--- config.mk ---
export PLATFORM = sky130hd
export DESIGN_NAME = pipe_stage_reg
export DESIGN_NICKNAME = d
export VERILOG_FILES = /design/src/rtl/cpu_types_pkg.sv /design/src/rtl/pipe_stage_reg.sv
export SDC_FILE = /design/constraint.sdc
export NUM_CORES = 1
export LEC_CHECK = 0
export BUFFER_PORTS_ARGS = -buffer_cell sky130_fd_sc_hd__buf_2
export CAP_MARGIN = 30
export CORE_UTILIZATION = 30
export CTS_CLUSTER_SIZE = 28
export DETAILED_ROUTE_END_ITERATION = 7
export HOLD_SLACK_MARGIN = 0.05
export PLACE_DENSITY = 0.63
export SETUP_SLACK_MARGIN = 0.5
export SYNTH_ARGS = -nofsm -noshare
export SYNTH_HDL_FRONTEND = slang
export SYNTH_SLANG_ARGS = --single-unit
--- constraint.sdc ---
create_clock -name CLK -period 0.9 [get_ports CLK]
set_input_delay 0.18 -clock CLK [delete_from_list [all_inputs] [get_ports CLK]]
set_output_delay 0.18 -clock CLK [all_outputs]
set_load 0.02 [all_outputs]
--- src/rtl/cpu_types_pkg.sv ---
// Shared pipeline payload types and their bubble constants; each pipeline
// boundary is one pipe_stage_reg sized with $bits() of the matching struct.
package cpu_types_pkg;

    localparam int unsigned XLEN  = 32;
    localparam int unsigned OCC_W = 2;

    typedef enum logic [3:0] {
        ALU_ADD,
        ALU_SUB,
        ALU_AND,
        ALU_OR,
        ALU_XOR,
        ALU_SLL,
        ALU_SRL,
        ALU_SRA,
        ALU_SLT,
        ALU_SLTU,
        ALU_PASS_B
    } alu_op_e;

    typedef enum logic [1:0] {
        MEM_NONE,
        MEM_LOAD,
        MEM_STORE
    } mem_op_e;

    typedef enum logic [1:0] {
        WB_NONE,
        WB_ALU,
        WB_MEM,
        WB_PC4
    } wb_sel_e;

    typedef struct packed {
        logic [XLEN-1:0] pc;
        logic [XLEN-1:0] rs1_val;
        logic [XLEN-1:0] rs2_val;
        logic [XLEN-1:0] imm;
        logic [4:0]      rd;
        alu_op_e         alu_op;
        logic            alu_src_imm;
        mem_op_e         mem_op;
        logic [2:0]      mem_size;
        wb_sel_e         wb_sel;
        logic            reg_we;
    } id_ex_t;

    typedef struct packed {
        logic [XLEN-1:0] pc;
        logic [XLEN-1:0] alu_res;
        logic [XLEN-1:0] store_data;
        logic [4:0]      rd;
        mem_op_e         mem_op;
        logic [2:0]      mem_size;
        wb_sel_e         wb_sel;
        logic            reg_we;
    } ex_mem_t;

    typedef struct packed {
        logic [XLEN-1:0] pc;
        logic [XLEN-1:0] alu_res;
        logic [XLEN-1:0] load_data;
        logic [4:0]      rd;
        wb_sel_e         wb_sel;
        logic            reg_we;
    } mem_wb_t;

    // Bubbles: no register write, no memory access, so a squashed slot is inert.
    localparam id_ex_t ID_EX_RESET = '{
        pc:          '0,
        rs1_val:     '0,
        rs2_val:     '0,
        imm:         '0,
        rd:          '0,
        alu_op:      ALU_ADD,
        alu_src_imm: 1'b0,
        mem_op:      MEM_NONE,
        mem_size:    '0,
        wb_sel:      WB_NONE,
        reg_we:      1'b0
    };

    localparam ex_mem_t EX_MEM_RESET = '{
        pc:         '0,
        alu_res:    '0,
        store_data: '0,
        rd:         '0,
        mem_op:     MEM_NONE,
        mem_size:   '0,
        wb_sel:     WB_NONE,
        reg_we:     1'b0
    };

    localparam mem_wb_t MEM_WB_RESET = '{
        pc:        '0,
        alu_res:   '0,
        load_data: '0,
        rd:        '0,
        wb_sel:    WB_NONE,
        reg_we:    1'b0
    };

    function automatic logic [OCC_W-1:0] occ_count(input logic main_v, input logic skid_v);
        return {1'b0, main_v} + {1'b0, skid_v};
    endfunction

endpackage

--- src/rtl/pipe_stage_reg.sv ---
// Valid/ready pipeline register with flush. Define PIPE_STAGE_SKID_EN for a
// registered in_ready backed by one skid entry; otherwise a single entry.
module pipe_stage_reg
    import cpu_types_pkg::*;
#(
    parameter int unsigned       DATA_W    = 32,
    parameter logic [DATA_W-1:0] RESET_VAL = '0
) (
    input  logic              CLK,
    input  logic              RST,
    input  logic              flush,
    input  logic              in_valid,
    output logic              in_ready,
    input  logic [DATA_W-1:0] in_data,
    output logic              out_valid,
    input  logic              out_ready,
    output logic [DATA_W-1:0] out_data,
    output logic [OCC_W-1:0]  occ
);

    logic              main_valid_q, main_valid_d;
    logic [DATA_W-1:0] main_data_q, main_data_d;
    logic              accept;
    logic              retire;

    // Flush squashes both handshakes so nothing moves on a kill edge.
    assign accept = in_valid & in_ready & ~flush;
    assign retire = main_valid_q & out_ready & ~flush;

`ifdef PIPE_STAGE_SKID_EN

    logic              skid_valid_q, skid_valid_d;
    logic [DATA_W-1:0] skid_data_q, skid_data_d;

    // in_ready comes straight off a flop, breaking the out_ready -> in_ready path.
    assign in_ready = ~skid_valid_q;

    always_comb begin
        // NOTE: every next-state signal gets a default first, so no path leaves it unassigned and no latch is inferred.
        main_valid_d = main_valid_q;
        main_data_d  = main_data_q;
        skid_valid_d = skid_valid_q;
        skid_data_d  = skid_data_q;

        if (flush) begin
            main_valid_d = 1'b0;
            main_data_d  = RESET_VAL;
            skid_valid_d = 1'b0;
            skid_data_d  = RESET_VAL;
        end else if (retire) begin
            if (skid_valid_q) begin
                main_valid_d = 1'b1;
                main_data_d  = skid_data_q;
                skid_valid_d = accept;
                if (accept) begin
                    skid_data_d = in_data;
                end
            end else if (accept) begin
                main_data_d = in_data;
            end else begin
                main_valid_d = 1'b0;
            end
        end else if (accept) begin
            if (main_valid_q) begin
                skid_valid_d = 1'b1;
                skid_data_d  = in_data;
            end else begin
                main_valid_d = 1'b1;
                main_data_d  = in_data;
            end
        end
    end

    always_ff @(posedge CLK) begin
        if (RST) begin
            skid_valid_q <= 1'b0;
            skid_data_q  <= RESET_VAL;
        end else begin
            skid_valid_q <= skid_valid_d;
            skid_data_q  <= skid_data_d;
        end
    end

    assign occ = occ_count(main_valid_q, skid_valid_q);

`else

    assign in_ready = ~main_valid_q | out_ready;

    always_comb begin
        main_valid_d = main_valid_q;
        main_data_d  = main_data_q;

        if (flush) begin
            main_valid_d = 1'b0;
            main_data_d  = RESET_VAL;
        end else if (accept) begin
            main_valid_d = 1'b1;
            main_data_d  = in_data;
        end else if (retire) begin
            main_valid_d = 1'b0;
        end
    end

    assign occ = occ_count(main_valid_q, 1'b0);

`endif

    // NOTE: the data registers are reset too, because downstream may observe out_data = RESET_VAL while idle.
    always_ff @(posedge CLK) begin
        // NOTE: state uses <= so every flop samples pre-edge values regardless of statement order.
        if (RST) begin
            main_valid_q <= 1'b0;
            main_data_q  <= RESET_VAL;
        end else begin
            main_valid_q <= main_valid_d;
            main_data_q  <= main_data_d;
        end
    end

    assign out_valid = main_valid_q;
    assign out_data  = main_data_q;

endmodule

==> run summary <==
syn_nets = 193
Max H-tree Level = 2
element type at the critical path end = flop
FFs w/ async S/R, synth = 0
Max Root-Sink Buffers = 2
first-pass GRT wire length = 6380 um
Area Growth Syn to Fin = 73.8%
area leader, netlist = dfxtp_1
Ys Warns = 0
vias per cell = 4.84
Endpoint, Worst Hold = out_valid
Post-Route WL = 3920 um
Worst VDD drop = 0.000856 V
top cells by count, synth = 33 x dfxtp_1, 32 x nand2_1, 32 x nand4_1, 30 x o21ai_2, 12 x buf_2
final RePlAce weighted congestion = 0.725
Initial Util = 0.319
routed vias = 1,417
Post-synth EDFFs = 0
worst reg2reg path depth = 5
die area = 5010 um2
vias in the first global route = 1,369
CTS Buf Count = 5
Worst-Skew Late Latency = 0.27 ns
drt initial violations = 72
Final Setup Violations = 60
Hold Vio Cnt, Final = 0
hold path start = in_valid
Residual DRC = 16
Post-DRT Antenna Nets = 0
nets@finish = 277
dominant synthesized flop cell = dfxtp_1
largest net degree at the start of global routing = 36
cell count of the worst hold path = 3
final antenna diode count = 0
status = complete, but fails checks
Synth top area share = 0.466
WP data arrival = 1.28 ns
die width = 70.8 um
Syn Area/Cell = 9.10 um2
clk root buf = clkbuf_8
gr usage total = 0.161
number of port buffers = 71
worst setup margin = -0.223 ns
pre-CTS WS = -0.156 ns
startpoint types = flop
Die Height = 70.8 um
post-DR wirelength/cell = 13.4 um
DPL Wire Length = 2400 um
clock slew seen by the registers of the worst setup and hold paths = 0.07 ns
worst-path fanout max = 7
count leader, synth = dfxtp_1
Post-Synthesis Cells = 156
post-synthesis cell type count = 17
Crit path required time = 1.06 ns
Setup Skew = 0.00679 ns
worst reg2reg setup slack = -0.22 ns
FF-to-FF End = out_data[15]
Max-Cap Viols = 0
RSZ-0062 raised after global routing = true
CP Class = reg -> reg
core area = 4440 um2
fin crit period = 1.12 ns
drt pass-1 iters = 6
share of cells above drive strength 1 = 0.714
# IOs = 73
Slew Limit Fails = 0
failing checks = DRC, setup timing
CTS tree = done
Seq cells post-synth = 33
RR Startpoint = out_valid
part of the cycle the worst path needs = 1.25
Pleak = 1.07 nW
standard-cell rows = 24
worst hold path class = in -> reg
fmax = 0.891 GHz
CTS Sinks = 33
initial antenna violation count = 0
gr ovfl total = 0
power per cell area = 1490 nW/um2
Mapped Area = 1420 um2
Final Total Pwr = 0.00366 W
sequential area share after synthesis = 0.466
hold slack = 0.135 ns
synth top area cells = dfxtp_1 47%, o21ai_2 19%, nand4_1 14%, nand2_1 8.5%, buf_2 4.2%
power breakdown:
part | leakage [nW] | switching, W | internal [W] | total, W
Combinational | 0.721 | 0.000250 | 0.000263 | 0.000513
Sequential | 0.284 | 0.0000254 | 0.00149 | 0.00152
Clock | 0.0681 | 0.000530 | 0.00110 | 0.00163
worst max-delay path by stage:
stage / startpoint / endpoint / slack [ns] / depth (start not counted)
finish: out_valid / out_data[15] / -0.22 / 5
global route: out_valid / out_data[20] / -0.25 / 5
CTS: out_valid / in_ready / -0.22 / 3
detailed placement: out_valid / out_data[2] / -0.16 / 4
global placement: flush / out_data[7] / -0.13 / 5
floorplan: out_valid / out_data[0] / -0.13 / 5
worst max-delay path: stages (launching register included):
cell and delay [ns]:
dfxtp_4 0.35, nand2b_4 0.07, buf_6 0.12, and2_4 0.24, clkbuf_16 0.18, o21ai_2 0.05
repair_timing:
| item | CTS | global route |
|---|---|---|
| buffers inserted | 5 | 8 |
| pin swaps | 0 | 3 |
| resized for setup | 108 | 1 |
| hold buffers | 0 | 0 |
| cloned | 1 | 2 |
| endpoints found under the setup margin | 68 | 68 |
| hold endpoints to repair | 0 | 0 |
layout by cell type (no fill, tap or decap):
master,Yosys,routed
nand2b_4,0,1
nor2b_2,0,1
nand2_1,32,32
bufinv_16,0,2
nor2_4,0,1
clkbuf_16,0,2
buf_6,3,39
o21ai_2,30,30
bufbuf_16,0,1
buf_12,0,5
and2_4,1,1
nand4_1,32,32
conb_1,1,1
clkbuf_8,0,5
clkinv_2,0,1
dfxtp_4,0,3
buf_4,3,14
buf_2,12,36
inv_1,1,1
o21ai_0,2,1
dfxtp_2,0,30
o21ai_1,0,1
a21boi_1,1,1
cells by family after synthesis:
family,Yosys count,synth area share
flip-flops,33,0.466
other,1,0.00264
buffers and inverters,21,0.0908
AO/OA/AOI/OAI,33,0.198
AND/OR/NAND/NOR,68,0.243
final cells by class:
cell class	count	area (um2)
flip-flops and latches	33	709
repair buffers	97	907
well taps	52	65.1
fillers	378	1980
inverters	1	3.75
multi-input cells	102	647
clock inverters	3	65.1
clock buffers	5	68.8
layer usage:
metal / vias to the layer above / track usage / routed length, um
met1: 646 / 0.203 / 1720
li1: 721 / - / -
met3: 0 / 0.0442 / 222
met4: 0 / 0.0600 / 0
met5: - / 0 / 0
met2: 50 / 0.263 / 1980
state kept, by name, summed over array words and instances (netlist names):
register   cells
out_valid      1
out_data      32
stage by stage:
stage	instance area (um2)	setup TNS, ns	util	cells
global route	2470	-9.36	0.555	293
global placement	1860	-4.12	0.419	269
finish	2470	-7.08	0.555	293
floorplan	1450	-4.07	-	156
CTS	2350	-7.66	0.529	283
detailed placement	1860	-4.53	0.419	269
No activity file was read; power rests on OpenSTA's default activity.
